**src/rtl/pulse_stretcher_pkg.sv**
```systemverilog
// -----------------------------------------------------------------------------
// pulse_stretcher_pkg
// Shared definitions for the pulse stretcher: the FSM state encoding and a
// parameter-legality helper evaluated at elaboration time by the top level.
// -----------------------------------------------------------------------------
package pulse_stretcher_pkg;

  localparam logic [1:0] IDLE_ENC = 2'd0;
  localparam logic [1:0] ON_ENC   = 2'd1;
  localparam logic [1:0] GAP_ENC  = 2'd2;

  typedef enum logic [1:0] {
    ST_IDLE = IDLE_ENC,
    ST_ON   = ON_ENC,
    ST_GAP  = GAP_ENC
  } state_e;

  // Both phases must last at least one cycle, and the phase timer must be
  // wide enough to represent the longer of the two phase lengths.
  function automatic bit params_legal(int on_cycles, int off_cycles, int k);
    longint unsigned longest;
    bit              ok;
    longest = (on_cycles > off_cycles) ? longint'(on_cycles) : longint'(off_cycles);
    ok = (on_cycles >= 32'sd1) && (off_cycles >= 32'sd1) &&
         (k >= 32'sd1) && (k <= 32'sd62);
    if (ok) begin
      ok = (longest < (64'd1 << k));
    end else begin
      ok = 1'b0;
    end
    return ok;
  endfunction

endpackage

```
**src/rtl/pulse_stretcher_if.sv**
```systemverilog
// -----------------------------------------------------------------------------
// pulse_stretcher_if
// Event/status bundle of the pulse stretcher.
//   trig     : event strobe, one event per cycle sampled high (master -> slave)
//   out      : stretched pulse output                         (slave -> master)
//   busy     : stretcher is not idle                          (slave -> master)
//   pending  : events queued and not yet started              (slave -> master)
//   overflow : one-cycle pulse, an event was dropped          (slave -> master)
// The slave modport is the stretcher itself; the master is the event source.
// -----------------------------------------------------------------------------
interface pulse_stretcher_if #(
  parameter int QW = 4
);

  logic          trig;
  logic          out;
  logic          busy;
  logic [QW-1:0] pending;
  logic          overflow;

  modport master (
    output trig,
    input  out,
    input  busy,
    input  pending,
    input  overflow
  );

  modport slave (
    input  trig,
    output out,
    output busy,
    output pending,
    output overflow
  );

endinterface

```
**src/rtl/pulse_stretcher_sat_counter.sv**
```systemverilog
// -----------------------------------------------------------------------------
// sat_counter
// W-bit saturating up/down counter used as the pending-event queue depth.
//   clk, rst_n : clock, asynchronous active-low reset
//   inc_i      : request +1
//   dec_i      : request -1 (held at zero when already empty)
//   count_o    : current count, registered
//   drop_o     : one-cycle pulse, an increment was refused at full scale
// inc_i and dec_i together leave the count unchanged and never drop, even at
// full scale, because the incoming event takes the slot being released.
// -----------------------------------------------------------------------------
module sat_counter #(
  parameter int W = 4
) (
  input  logic         clk,
  input  logic         rst_n,
  input  logic         inc_i,
  input  logic         dec_i,
  output logic [W-1:0] count_o,
  output logic         drop_o
);

  localparam logic [W-1:0] CNT_MAX  = {W{1'b1}};
  localparam logic [W-1:0] CNT_ZERO = {W{1'b0}};
  localparam logic [W-1:0] CNT_ONE  = W'(32'd1);

  logic [W-1:0] count_q, count_d;
  logic         drop_q, drop_d;

  // Next count and drop flag from the inc/dec request pair.
  always_comb begin
    count_d = count_q;
    drop_d  = 1'b0;
    case ({inc_i, dec_i})
      2'b10: begin
        if (count_q == CNT_MAX) begin
          drop_d = 1'b1;
        end else begin
          count_d = count_q + CNT_ONE;
        end
      end
      2'b01: begin
        if (count_q != CNT_ZERO) begin
          count_d = count_q - CNT_ONE;
        end else begin
          count_d = CNT_ZERO;
        end
      end
      default: begin
        count_d = count_q;
      end
    endcase
  end

  // Count and drop registers.
  always_ff @(posedge clk or negedge rst_n) begin
    if (!rst_n) begin
      count_q <= CNT_ZERO;
      drop_q  <= 1'b0;
    end else begin
      count_q <= count_d;
      drop_q  <= drop_d;
    end
  end

  assign count_o = count_q;
  assign drop_o  = drop_q;

endmodule

```
**src/rtl/pulse_stretcher.sv**
```systemverilog
// -----------------------------------------------------------------------------
// pulse_stretcher
// Turns single-cycle event strobes into fixed-length output pulses separated by
// a guaranteed low gap. Events arriving while a pulse or gap is in progress are
// queued in a saturating counter and replayed one per pulse.
//   clk, rst_n : clock, asynchronous active-low reset (aborts any pulse and
//                discards queued events)
//   ps         : slave side of pulse_stretcher_if (trig in; out, busy,
//                pending, overflow out, all registered)
// -----------------------------------------------------------------------------
module pulse_stretcher
  import pulse_stretcher_pkg::*;
#(
  parameter int ON_CYCLES  = 3,
  parameter int OFF_CYCLES = 3,
  parameter int K          = 32,
  parameter int QW         = 4
) (
  input  logic               clk,
  input  logic               rst_n,
  pulse_stretcher_if.slave   ps
);

  if (!params_legal(ON_CYCLES, OFF_CYCLES, K)) begin : g_bad_params
    $error("pulse_stretcher: illegal ON_CYCLES/OFF_CYCLES/K combination");
  end

  localparam logic [K-1:0] TIMER_ZERO = {K{1'b0}};
  localparam logic [K-1:0] TIMER_ONE  = K'(32'd1);
  localparam logic [K-1:0] ON_LAST    = K'(ON_CYCLES - 1);
  localparam logic [K-1:0] OFF_LAST   = K'(OFF_CYCLES - 1);

  state_e        state_q, state_d;
  logic [K-1:0]  timer_q, timer_d;
  logic          out_q, out_d;
  logic          busy_q, busy_d;

  logic          inc_s;
  logic          dec_s;
  logic [QW-1:0] pending_s;
  logic          drop_s;
  logic          have_pending_s;

  assign have_pending_s = (pending_s != {QW{1'b0}});

  // Phase sequencing: IDLE -> ON -> GAP, and at the end of GAP either replay a
  // queued event, start straight on a fresh trig, or fall back to IDLE. A trig
  // seen in ON or GAP is queued, except the one that starts the next pulse
  // from an empty queue on the last GAP cycle.
  always_comb begin
    state_d = state_q;
    timer_d = timer_q;
    inc_s   = 1'b0;
    dec_s   = 1'b0;
    case (state_q)
      ST_IDLE: begin
        timer_d = TIMER_ZERO;
        if (ps.trig) begin
          state_d = ST_ON;
        end else begin
          state_d = ST_IDLE;
        end
      end
      ST_ON: begin
        inc_s = ps.trig;
        if (timer_q == ON_LAST) begin
          state_d = ST_GAP;
          timer_d = TIMER_ZERO;
        end else begin
          timer_d = timer_q + TIMER_ONE;
        end
      end
      ST_GAP: begin
        if (timer_q == OFF_LAST) begin
          timer_d = TIMER_ZERO;
          if (have_pending_s) begin
            // Oldest queued event starts now; a simultaneous trig takes its slot.
            state_d = ST_ON;
            dec_s   = 1'b1;
            inc_s   = ps.trig;
          end else if (ps.trig) begin
            state_d = ST_ON;
          end else begin
            state_d = ST_IDLE;
          end
        end else begin
          timer_d = timer_q + TIMER_ONE;
          inc_s   = ps.trig;
        end
      end
      default: begin
        state_d = ST_IDLE;
        timer_d = TIMER_ZERO;
      end
    endcase
    out_d  = (state_d == ST_ON);
    busy_d = (state_d != ST_IDLE);
  end

  // State, phase timer and decoded outputs, registered together.
  always_ff @(posedge clk or negedge rst_n) begin
    if (!rst_n) begin
      state_q <= ST_IDLE;
      timer_q <= TIMER_ZERO;
      out_q   <= 1'b0;
      busy_q  <= 1'b0;
    end else begin
      state_q <= state_d;
      timer_q <= timer_d;
      out_q   <= out_d;
      busy_q  <= busy_d;
    end
  end

  sat_counter #(
    .W (QW)
  ) u_pending (
    .clk     (clk),
    .rst_n   (rst_n),
    .inc_i   (inc_s),
    .dec_i   (dec_s),
    .count_o (pending_s),
    .drop_o  (drop_s)
  );

  assign ps.out      = out_q;
  assign ps.busy     = busy_q;
  assign ps.pending  = pending_s;
  assign ps.overflow = drop_s;

endmodule

```
**src/flat_wrapper.sv**
```systemverilog
// flat-port wrapper written by rule: the top's interface ports become plain ports
module pulse_stretcher_flat import pulse_stretcher_pkg::*;
#(
  parameter int ON_CYCLES  = 3,
  parameter int OFF_CYCLES = 3,
  parameter int K          = 32,
  parameter int QW         = 4
)
  (clk, rst_n, ps_trig, ps_out, ps_busy, ps_pending, ps_overflow);
  pulse_stretcher_if #(.QW(QW)) ps_i ();
  input  logic clk;
  input  logic rst_n;
  input wire logic [$bits(ps_i.trig)-1:0] ps_trig;
  output wire logic [$bits(ps_i.out)-1:0] ps_out;
  output wire logic [$bits(ps_i.busy)-1:0] ps_busy;
  output wire logic [$bits(ps_i.pending)-1:0] ps_pending;
  output wire logic [$bits(ps_i.overflow)-1:0] ps_overflow;
  assign ps_i.trig = ps_trig;
  assign ps_out = ps_i.out;
  assign ps_busy = ps_i.busy;
  assign ps_pending = ps_i.pending;
  assign ps_overflow = ps_i.overflow;
  pulse_stretcher #(.ON_CYCLES(ON_CYCLES), .OFF_CYCLES(OFF_CYCLES), .K(K), .QW(QW)) u_core (.clk(clk), .rst_n(rst_n), .ps(ps_i));
endmodule
```
**config.mk**
```make
export PLATFORM = sky130hd
export DESIGN_NAME = pulse_stretcher_flat
export DESIGN_NICKNAME = d
export VERILOG_FILES = /design/src/rtl/pulse_stretcher_pkg.sv /design/src/rtl/pulse_stretcher_if.sv /design/src/rtl/pulse_stretcher_sat_counter.sv /design/src/rtl/pulse_stretcher.sv /design/src/flat_wrapper.sv
export SDC_FILE = /design/constraint.sdc
export NUM_CORES = 1
export LEC_CHECK = 0
export ABC_AREA = 1
export BUFFER_PORTS_ARGS = -buffer_cell sky130_fd_sc_hd__buf_2
export CORE_MARGIN = 1
export CORE_UTILIZATION = 35
export DETAILED_ROUTE_END_ITERATION = 6
export GPL_TIMING_DRIVEN = 0
export SYNTH_ARGS = -nofsm -noshare
export SYNTH_HDL_FRONTEND = slang
export SYNTH_SLANG_ARGS = --single-unit
```
**constraint.sdc**
```tcl
create_clock -name clk -period 1.7 [get_ports clk]
set_clock_uncertainty 0.05 [all_clocks]
set_input_delay 0.255 -clock clk [delete_from_list [all_inputs] [get_ports clk]]
set_output_delay 0.255 -clock clk [all_outputs]
set_load 0.02 [all_outputs]
```
Word level (Yosys, flattened, before mapping). Index checks and enable logic that the tools add are counted.

Reductions and logical operators: 6. Multiplexer cells: 18. Eq/ne operators: 8. Add/sub/neg operators: 3.

Operator list (count): 32-bit 2-to-1 mux (2); 32-bit by 1-bit adder with 32-bit output, second input constant (1); 32-bit by 2-bit == test with 1-bit output, second input constant (1); 1-bit 2-to-1 mux (9); 4-bit 2-to-1 mux (2); 4-bit case mux with 2 select lines (1); 2-bit by 1-bit == test with 1-bit output, second input constant (3); 2-bit case mux with 3 select lines (1); 4-bit by 1-bit adder with 4-bit output, second input constant (1); 2-bit == test, second input constant (2); 4-bit == test, second input constant (1); 2-bit 2-to-1 mux (2); 2-bit nonzero test (2); 4-bit nonzero test (1); 4-bit by 1-bit subtractor with 4-bit output, second input constant (1); 2-bit zero test (1); 2-bit != test, second input constant (1); 1-bit case mux with 2 select lines (1); 2-bit AND reduction (1); 2-bit OR reduction (1).

Bits of input ports: 3. Output and inout port bits: 7. Word-level logic and storage cells: 41. Flip-flop bits (word level): 41.

Logic depth before layout (Yosys ltp). Gate-level depths: netlist of the first run.

Depth in word-level cells: 7. Depth in mapped cells: 14. Gate-level depth less buffers: 14.

By module. Synthesis of the first run repeated with hierarchy kept, for this count alone.

Cell total of the unflattened synthesis: 334. Area, all modules: 2570.0 µm².

By module, submodules not included: pulse_stretcher (instances 1, sequential area each 900.9 µm², area each 2184.6 µm², cells each 282); sat_counter (instances 1, sequential area each 125.1 µm², area each 385.4 µm², cells each 52).

Least setup slack after synthesis of the first run. No wires, ideal clock.

Path type: reg2reg. Start: register u_core.u_pending.count_q[0], in the netlist u_core.u_pending.count_o[0]. End: register u_core.u_pending.count_q[1], in the netlist u_core.u_pending.count_o[1]. Path slack: -26 ps. Arrival time: 1559 ps. Cell stages (with the launch flop): 11. Setup time: 117 ps. Data required time: 1533 ps. Cell sequence: dfrtp_1 inv_1 ha_1 inv_1 nor3_4 nor2_2 nand3_4 o21ai_1 inv_1 nand2_1 nand2_1.

Longest elaborated chain between the ends: 7.

Ends and longest elaborated chain: start: declaration (RTL line pulse_stretcher_sat_counter.sv:27) `logic [W-1:0] count_q, count_d;`; start signal: assignment (RTL line pulse_stretcher_sat_counter.sv:61) `count_q <= count_d;`; 4-bit nonzero test (RTL line pulse_stretcher_sat_counter.sv:43, pulse_stretcher.sv:44); 1-bit 2-to-1 mux (RTL line pulse_stretcher.sv:76) `if (have_pending_s) begin`; 1-bit 2-to-1 mux (RTL line pulse_stretcher.sv:74) `if (timer_q == OFF_LAST) begin`; 1-bit case mux with 2 select lines / 1-bit 2-to-1 mux (equally long branches) (RTL line pulse_stretcher.sv:55) `case (state_q)`; 2-bit == test / 2-bit by 1-bit == test with 1-bit output (equally long branches) (RTL line pulse_stretcher_sat_counter.sv:34) `case ({inc_i, dec_i})`; 2-bit != test (no source line) / 2-bit nonzero test (equally long branches); 2-bit AND reduction (no source line).

Several ways; a longest one is shown, not always the timed one. The select of a mux whose other input is x is not followed. A chain may end at the register's enable or synchronous reset.

Worst setup path in the final report of the first run.
Start: register u_core.timer_q[1]. End: register u_core.timer_q[30].

Longest elaborated chain between the ends: 3.

Ends and longest elaborated chain: start: declaration (RTL line pulse_stretcher.sv:34) `logic [K-1:0] timer_q, timer_d;`; start signal: assignment (RTL line pulse_stretcher.sv:109) `timer_q <= timer_d;`; 32-bit by 1-bit adder with 32-bit output / 32-bit by 2-bit == test with 1-bit output (equally long branches); 32-bit 2-to-1 mux (*) (RTL line pulse_stretcher.sv:66, pulse_stretcher.sv:74); 32-bit 2-to-1 mux (*); named net u_core.timer_d[30] (RTL line pulse_stretcher.sv:34).

The timed path passes the listed nets; every way through them passes the cells marked *.

==> impl_metrics.yaml, run 1 <==
outcome:
  status: "finished with violations"
  violations: "setup timing"
critical_path:
  cp_max_fo: 4
  critPathLaunch: "u_core.timer_q[1]"
  required_ns: 1.83
  end_kind: "register"
  start_kind: "register"
  critical_path_class: "reg -> reg"
  arrival_ns: 1.91
  reg2reg_from: "u_core.timer_q[1]"
drt:
  wl_per_cell_um: 13.0
  drt-initial-drc-count: 168
  drc: 0
  drt-total-wl_um: 6170
  ant_nets: 0
  firstDrtPassIters: 4
  viasPerCell: 4.85
  vias: 2302
power:
  p_leak_nw: 1.47
  power_density_mw_per_mm2: 1050
  vdd.ir_drop.worst_mv: 0.621
die:
  ios: 10
  die_width_um: 88.2
  die_h_um: 88.2
  rows: 31
  fp.coreArea_mm2: 0.00721
  die-area_mm2: 0.00778
  start_util_pct: 36.1
synthesis:
  syn_nets: 351
  synth_cells: 339
  yosysUniqueCellTypes: 30
  synth_edf_count: 0
  ys_ff_latch: 41
  synth_area_per_cell_um2: 7.67
  async_flop_share_pct: 100
  ys_warn_count: 0
  synth_flop_cell: "dfrtp_1"
  ys_seq_area_share_pct: 39.4
  synthesis.area_mm2: 0.00260
clocking:
  ctsRootBufferMaster: "clkbuf_8"
  cts_tree: "done"
  cts.sinks: 41
  cts_buffers: 5
  cts_htree_levels: 2
  cts_buffer_depth: 2
  insertion_delay_ns: 0.29
  clk_pin_slew_ns: 0.08
sta:
  finalWorstSetupSlack_ns: -0.0782
  rsz0062_at_grt: "true"
  final-hold-violation-count: 0
  timing.fmax_mhz: 562
  layout_worst_path_cycle_share_pct: 105
  fin_crit_ns: 1.78
  worst_slew_pin_slew_ns: 0.917
  whs_ns: 0.0417
  slew-limit-headroom_pct: 38.8
  slew_viol_final: 0
  setup-violations-final: 18
run:
  maxCapViolations: 0
grt:
  grt_max_degree: 42
  grt_overflow: 0
  antenna_found_initial: 0
  grt_pass1_wl_um: 9810
  grt_pass1_vias: 2105
  grtUsageTotal_pct: 16.5
min_path:
  hp-class: "in -> async"
finish:
  finish.utilization_pct: 45.4
  diodes: 0
  syn_to_final_growth_pct: 25.8
  nNetsFinal: 388
  layout-drive-gt1-share_pct: 30.6
place:
  portBuffers: 9
  dp_hpwl_um: 4210
  gp_congestion: 0.870
[placed cells by master, fill, tap and decap left out, drive strengths merged]
master / synthesis / layout
nor4: 4 / 4
clkbuf: 2 / 7
a21boi: 1 / 1
nor3: 25 / 25
ha: 9 / 9
nand4: 8 / 8
nand3: 16 / 17
xor2: 19 / 19
a21oi: 6 / 6
a31oi: 2 / 2
o21ai: 9 / 9
nand2: 71 / 71
or2: 1 / 1
buf: 1 / 31
inv: 42 / 42
clkinv: 1 / 2
nor3b: 1 / 1
nor2: 73 / 73
dfrtp: 41 / 41
xnor2: 7 / 7
[metrics by stage]
step                      instances  TNS [ns]  total power [mW]  setup WS (ns)  cell area (um2)
after floorplan                 339         0              2.08         0.0126             2600
after global placement          447     -1.78              2.38         -0.176             2770
after detailed placement        447     -1.96              2.40         -0.201             2770
after CTS                       465    -0.369              3.25        -0.0739             2990
after global routing            475     -3.20              3.70         -0.205             3270
final                           475    -0.662              3.43        -0.0782             3270
[cells in the mapped netlist (all sizes together), types with 2 or more instances]
| cell type | number | share of area [%] |
|---|---|---|
| ha | 9 | 4.3 |
| nand2 | 71 | 11 |
| a21oi | 6 | 1.2 |
| nor2 | 73 | 11 |
| nor3 | 25 | 7.7 |
| clkbuf | 2 | 0.29 |
| xnor2 | 7 | 2.4 |
| dfrtp | 41 | 39 |
| xor2 | 19 | 6.4 |
| nand3 | 16 | 3.9 |
| o21ai | 9 | 1.7 |
| inv | 42 | 6.1 |
| nand4 | 8 | 1.9 |
| a31oi | 2 | 0.48 |
| nor4 | 4 | 1.2 |
[what timing repair did]
action                                  4_1_cts  5_1_grt
gates resized for setup                      15       61
hold endpoints to repair                      0        0
buffers inserted                             10       10
endpoints found under the setup margin       17       34
cloned                                        1        0
hold buffers                                  0        0
pin swaps                                     9       28
[metal layers]
layer  vias up  wire length (um)  global-route usage [%]  part of all wire [%]
met5         -                 0                       0                     0
met4         0               150                    4.99                   2.4
met3        16               234                    3.17                   3.8
met2        50              3010                    27.3                    49
met1      1083              2780                    22.0                    45
li1       1153                 -                       -                     -
[cell type report]
class,instances,area [um2]
fill,736,3940
clock inverter,1,5.00
multi-input combinational,253,1640
timing repair buffer,29,223
buffer,3,15.0
tap,99,124
inverter,43,161
clock buffer,6,72.6
sequential,41,1030
[logic make-up (layout without fill, tap and decap cells)]
| kind of cell | count (synthesis) | after routing | share of synthesized area (%) |
|---|---|---|---|
| compound gates | 18 | 18 | 3.66 |
| xor+xnor | 26 | 26 | 8.75 |
| fa+ha+maj | 9 | 9 | 4.33 |
| buf+inv | 46 | 82 | 6.69 |
| flops | 41 | 41 | 39.4 |
| simple gates | 199 | 200 | 37.1 |
[flip-flops by register name (all words and copies together), names as in the netlist]
| register | flops |
|---|---|
| u_core.ps.busy | 1 |
| u_core.u_pending.drop_o | 1 |
| u_core.ps.out | 1 |
| u_core.state_q | 2 |
| u_core.u_pending.count_o | 4 |
| u_core.timer_q | 32 |
[where the power goes]
part	leakage, nW	internal [mW]	switching [mW]	total [mW]
Clock	0.0410	0.279	0.325	0.604
Combinational	0.875	0.631	1.02	1.65
Sequential	0.551	1.09	0.0864	1.17
Total	1.47	2.00	1.43	3.43
[path summary, 6_finish.rpt]
path	endpoint	slack [ns]	cells past startpoint
setup / recovery	u_core.timer_q[30]	-0.08	9
hold / removal	u_core.timer_q[12]	0.04	1
setup reg to reg	u_core.timer_q[30]	-0.08	9
hold reg to reg	u_core.timer_q[13]	0.47	1
max in group asynchronous	u_core.timer_q[1]	0.93	1
min in group clk	u_core.state_q[0]	0.27	5
[worst max-delay path: stages, from the launching register on]
cell	delay (ns)
dfrtp_2	0.42
buf_4	0.14
ha_4	0.13
inv_2	0.06
nor3_4	0.26
nand2_2	0.15
nor3_4	0.16
nand2_1	0.10
xor2_1	0.14
nor2_1	0.05
(Power assumes the default switching activity.)
==> run 2: changes to the inputs <==
--- a/config.mk
+++ b/config.mk
@@ -7,10 +7,13 @@
 export LEC_CHECK = 0
 export ABC_AREA = 1
 export BUFFER_PORTS_ARGS = -buffer_cell sky130_fd_sc_hd__buf_2
+export CELL_PAD_IN_SITES_DETAIL_PLACEMENT = 0
+export CELL_PAD_IN_SITES_GLOBAL_PLACEMENT = 1
 export CORE_MARGIN = 1
 export CORE_UTILIZATION = 35
 export DETAILED_ROUTE_END_ITERATION = 6
 export GPL_TIMING_DRIVEN = 0
+export PLACE_DENSITY_LB_ADDON = 0.1
 export SYNTH_ARGS = -nofsm -noshare
 export SYNTH_HDL_FRONTEND = slang
 export SYNTH_SLANG_ARGS = --single-unit
==> run 2 against run 1 <==
Net effect:
- the flow still finishes with violations (setup timing)
- combinational power shrank 10%
- worst hold slack gained 0.016 ns
- sequential cell count did not move
- register-to-register slack got worse by 0.04 ns
- clock power rose by 22%
- critical endpoint is now u_core.u_pending.count_o[1]
==> impl_metrics.yaml, run 2 (synthesis gave the netlist of run 1 again) <==
die:
  ios: 10
  die-area_mm2: 0.00778
  die_h_um: 88.2
  rows: 31
  die_width_um: 88.2
  start_util_pct: 36.1
  fp.coreArea_mm2: 0.00721
power:
  power_density_mw_per_mm2: 1060
  p_leak_nw: 1.44
  finalPower_mw: 3.41
  vdd.ir_drop.worst_mv: 0.656
drt:
  ant_nets: 0
  wl_per_cell_um: 13.8
  drc: 0
  viasPerCell: 4.57
  vias: 2161
  firstDrtPassIters: 4
  drt-total-wl_um: 6550
  drt-initial-drc-count: 66
clocking:
  clk_pin_slew_ns: 0.08
  cts_htree_levels: 2
  cts_buffers: 5
  insertion_delay_ns: 0.30
  ctsRootBufferMaster: "clkbuf_8"
  cts.sinks: 41
  cts_tree: "done"
  cts_buffer_depth: 2
grt:
  grt_overflow: 0
  grt_use_met3_pct: 3.08
  grt_max_degree: 42
  use_met1_pct: 25.3
  use_met2_pct: 31.0
  grtUsageTotal_pct: 18.7
  grt_busiest_layer: "met2"
  grt_pass1_wl_um: 10800
  antenna_found_initial: 0
  grt_pass1_vias: 2105
critical_path:
  arrival_ns: 1.97
  cpPeakStageDelay_ns: 0.45
  reg2reg_from: "u_core.u_pending.count_o[0]"
  r2r-end: "u_core.u_pending.count_o[1]"
  cp_top_family: "simple AND/OR/NAND/NOR gates"
  required_ns: 1.85
  cp_slowest_cell: "dfrtp_2"
  critical_path_class: "reg -> reg"
  path_cells: "inv_2 -> ha_2 -> inv_1 -> nor3_4 -> nor2_4 -> a21oi_2 -> nand3_2 -> buf_6 -> nand3_1 -> nand2_1"
  reg2regPathDepth: 10
  critPathBufInv: 3
  start_kind: "register"
  cp_max_fo: 6
  end_kind: "register"
  r2r_slack_ns: -0.12
run:
  maxCapViolations: 0
sta:
  slew_viol_final: 0
  fin_crit_ns: 1.82
  finalWorstSetupSlack_ns: -0.123
  slew-limit-headroom_pct: 35.3
  rsz0062_at_grt: "true"
  worst_slew_pin_slew_ns: 0.971
  timing.fmax_mhz: 549
  whs_ns: 0.0572
  setup-violations-final: 22
  layout_worst_path_cycle_share_pct: 107
  final-hold-violation-count: 0
min_path:
  hp-class: "in -> async"
outcome:
  violations: "setup timing"
  status: "finished with violations"
finish:
  layout_commonest_cell: "nor2_1"
  largest-register: "u_core.timer_q"
  postLayoutCellArea_mm2: 0.00322
  syn_to_final_growth_pct: 23.8
  layout-drive-gt1-share_pct: 28.3
  mostFrequentLayoutCells: "63 x nor2_1, 57 x nand2_1, 35 x dfrtp_1, 31 x inv_1, 19 x xor2_1"
  nNetsFinal: 385
  largest_reg_flops: 32
  diodes: 0
  finish.utilization_pct: 44.6
place:
  place_ws_ns: -0.342
  gp_congestion: 0.830
  portBuffers: 9
  placed_cell_area_mm2: 0.00277
  dp_hpwl_um: 4750
==> run 2: changes by cell type in the layout (fill, tap and decap cells not counted), moves of 3 or more <==
cell and change:
nor2_2 -4, o21ai_2 -3, nor2_1 +4, o21ai_0 +3
==> run 2: worst register-to-register path, cell delays in order, from the launching register on <==
cell,delay (ns)
dfrtp_2,0.45
inv_2,0.10
ha_2,0.18
inv_1,0.07
nor3_4,0.18
nor2_4,0.09
a21oi_2,0.17
nand3_2,0.17
buf_6,0.16
nand3_1,0.05
nand2_1,0.05
==> run 2: how the worst max path moves through the flow <==
stage,startpoint,endpoint,depth (start not counted)
final,u_core.u_pending.count_o[0],u_core.u_pending.count_o[1],10
after CTS,u_core.timer_q[0],u_core.u_pending.count_o[0],13
after global routing,u_core.timer_q[0],u_core.u_pending.count_o[0],13
after global placement,u_core.timer_q[0],u_core.timer_q[7],11
after detailed placement,u_core.timer_q[0],u_core.timer_q[7],11
after floorplan,u_core.u_pending.count_o[1],u_core.u_pending.count_o[0],10
==> run 2: final cells by class <==
class / count / area, um2
buffer: 3 / 15.0
multi-input combinational: 253 / 1590
clock buffer: 7 / 96.3
fill: 758 / 4000
sequential: 41 / 1030
timing repair buffer: 26 / 188
inverter: 43 / 165
clock inverter: 1 / 5.00
tap: 99 / 124
==> run 2: where the power goes <==
| part | total [mW] | internal [mW] | switching, mW |
|---|---|---|---|
| clock | 0.735 | 0.368 | 0.367 |
| combinational | 1.48 | 0.538 | 0.940 |
| sequential | 1.19 | 1.09 | 0.107 |
| total | 3.41 | 1.99 | 1.41 |
==> run 2: metrics by stage <==
stage / std cells / setup TNS [ns]
final: 473 / -1.57
after global routing: 473 / -4.71
after CTS: 464 / -1.56
after detailed placement: 447 / -3.91
after global placement: 447 / -3.57
after floorplan: 339 / 0
==> run 2: what timing repair did <==
item                                    in CTS  in global routing
endpoints found under the setup margin      24                 34
hold buffers                                 0                  0
setup buffers                                8                 10
pin swaps                                   11                 17
gates cloned                                 1                  0
resized for setup                           19                 41
==> run 2: metal layers <==
metal | share of wire (%) | wire (um)
met4 | 1.0 | 66
met1 | 47 | 3110
met3 | 2.4 | 159
met2 | 49 | 3220
met5 | 0 | 0
==> run 3: changes to the inputs <==
==> constraint.sdc (replaced) <==
create_clock -name clk -period 2.15 [get_ports clk]
set_clock_uncertainty 0.05 [all_clocks]
set_input_delay 0.3225 -clock clk [delete_from_list [all_inputs] [get_ports clk]]
set_output_delay 0.3225 -clock clk [all_outputs]
set_load 0.02 [all_outputs]
==> run 3 against run 2 <==
Net effect:
- the flow now finishes without violations
- register-to-register slack improved by 0.38 ns
- sequential power fell by 21%
- utilization is 4.3 points lower
- die area is the same
- power down 22%
- count of clock-buffer cells in the layout is 2 lower
- combinational power down 36%
- critical path depth up 3
- wire length is 5.5% lower
- largest power group unchanged
==> impl_metrics.yaml, run 3 (synthesis gave the netlist of run 1 again) <==
critical_path:
  r2r_slack_ns: 0.26
  path_cells: "inv_1 -> ha_1 -> inv_1 -> nor2_1 -> nand2_1 -> nor2_1 -> nand2_1 -> nor2_4 -> a21oi_1 -> nand3_2 -> nand2_2 -> nand2_1 -> nand2_1"
  arrival_ns: 2.04
  path_common_cell: "nand2_1"
  cp_slowest_cell: "dfrtp_1"
  cp_top_family: "simple AND/OR/NAND/NOR gates"
  reg2reg_from: "u_core.timer_q[0]"
  end_kind: "register"
  critical_path_class: "reg -> reg"
  cp_max_fo: 8
  required_ns: 2.30
  critPathBufInv: 2
  r2r-end: "u_core.u_pending.count_o[2]"
  cpPeakStageDelay_ns: 0.43
  start_kind: "register"
  reg2regPathDepth: 13
finish:
  largest_reg_flops: 32
  nNetsFinal: 367
  mostFrequentLayoutCells: "68 x nor2_1, 66 x nand2_1, 41 x dfrtp_1, 38 x inv_1, 19 x xor2_1"
  syn_to_final_growth_pct: 11.7
  diodes: 0
  largest-register: "u_core.timer_q"
  layout_commonest_cell: "nor2_1"
  layout-drive-gt1-share_pct: 13.2
sta:
  final-hold-violation-count: 0
  slew-limit-headroom_pct: 36.5
  timing.fmax_mhz: 529
  fin_crit_ns: 1.89
  finalWorstSetupSlack_ns: 0.261
  setup-violations-final: 0
  rsz0062_at_grt: "false"
  setup_tns_ns: 0
  worst_slew_pin_slew_ns: 0.952
  whs_ns: 0.116
  layout_worst_path_cycle_share_pct: 87.9
  slew_viol_final: 0
drt:
  ant_nets: 0
  drt-initial-drc-count: 91
  viasPerCell: 4.64
  wl_per_cell_um: 13.6
  drc: 0
  drt-total-wl_um: 6190
  firstDrtPassIters: 4
  vias: 2112
grt:
  grt_overflow: 0
  grt_busiest_layer: "met2"
  use_met1_pct: 23.9
  antenna_found_initial: 0
  grtUsageTotal_pct: 17.4
  grt_pass1_vias: 2054
  grt_pass1_wl_um: 10100
  grt_use_met3_pct: 2.80
  grt_max_degree: 42
  use_met2_pct: 29.0
power:
  power_density_mw_per_mm2: 909
  sw_frac_of_total_pct: 38.8
  p_clk_share_pct: 28.7
  p_sw_mw: 1.03
  finalPower_mw: 2.64
  vdd.ir_drop.worst_mv: 0.520
  seq_power_share_pct: 35.4
  pwr-share-comb_pct: 35.9
  p_leak_nw: 1.27
  p_int_mw: 1.62
die:
  rows: 31
  die_width_um: 88.2
  start_util_pct: 36.1
  fp.coreArea_mm2: 0.00721
  die-area_mm2: 0.00778
  ios: 10
  die_h_um: 88.2
clocking:
  cts_tree: "done"
  cts_htree_levels: 2
  insertion_delay_ns: 0.30
  holdBufCountCts: 0
  ctsRootBufferMaster: "clkbuf_8"
  cts_buffers: 5
  clk_pin_slew_ns: 0.09
  cts_setup_buffers: 0
  cts_buffer_depth: 2
  cts.sinks: 41
outcome:
  status: "complete, no violations"
place:
  place_ws_ns: 0.104
  gp_congestion: 0.824
  portBuffers: 9
  dp_hpwl_um: 4740
run:
  maxCapViolations: 0
min_path:
  hp-class: "in -> async"
==> run 3: changes by cell type in the layout (fill, tap and decap cells not counted), sizes merged <==
cell | previous run | this run
inv | 41 | 42
bufinv | 0 | 2
clkinvlp | 1 | 0
clkbuf | 9 | 7
buf | 27 | 10
nand3 | 17 | 16
==> run 3: power by group through the flow <==
stage	clock network, mW	registers [mW]	logic (mW)
3_3_place_gp	0	0.953	0.963
6_report	0.758	0.935	0.950
2_1_floorplan	0	1.00	0.641
3_5_place_dp	0	0.952	0.968
4_1_cts	0.775	0.937	0.973
5_1_grt	0.800	0.948	1.10
==> run 3: worst max-delay path by stage <==
stage | startpoint | endpoint | slack [ns] | cells past startpoint
after floorplan | u_core.u_pending.count_o[0] | u_core.u_pending.count_o[1] | 0.42 | 10
after global placement | u_core.timer_q[0] | u_core.timer_q[7] | 0.14 | 11
after detailed placement | u_core.timer_q[0] | u_core.timer_q[7] | 0.10 | 11
after CTS | u_core.timer_q[0] | u_core.timer_q[7] | 0.07 | 11
after global routing | u_core.timer_q[0] | u_core.u_pending.count_o[0] | 0.02 | 13
final | u_core.timer_q[0] | u_core.u_pending.count_o[2] | 0.26 | 13
==> run 3: worst reg2reg max path, stage by stage, from the launching register on <==
cell	delay [ns]
dfrtp_1	0.43
inv_1	0.10
ha_1	0.14
inv_1	0.03
nor2_1	0.07
nand2_1	0.05
nor2_1	0.08
nand2_1	0.11
nor2_4	0.22
a21oi_1	0.14
nand3_2	0.14
nand2_2	0.10
nand2_1	0.07
nand2_1	0.05
==> run 3: cell type report <==
type                    count  area, um2
plain buffers               3       12.5
clock buffers               5       68.8
clock inverters             3       65.1
fillers                   791       4310
inverters                  43        161
multi-input cells         252       1400
flip-flops and latches     41       1030
well taps                  99        124
repair buffers              9       45.0
==> run 3: timing repair <==
item                       in CTS  in global routing
resized for setup               0                  1
setup endpoints to repair       0                  6
hold endpoints to repair        0                  0
==> run 3: per-layer routing <==
metal | part of all wire (%) | vias up
met3 | 3.3 | 5
li1 | - | 1105
met4 | 0.50 | 0
met2 | 48 | 29
met1 | 48 | 973
met5 | 0 | -
==> run 3: through the flow <==
step                instance area, um2  instances  util, %
floorplan                         2600        339        -
global placement                  2770        447     38.4
detailed placement                2770        447     38.4
CTS                               2900        455     40.3
global route                      2910        455     40.3
finish                            2910        455     40.3
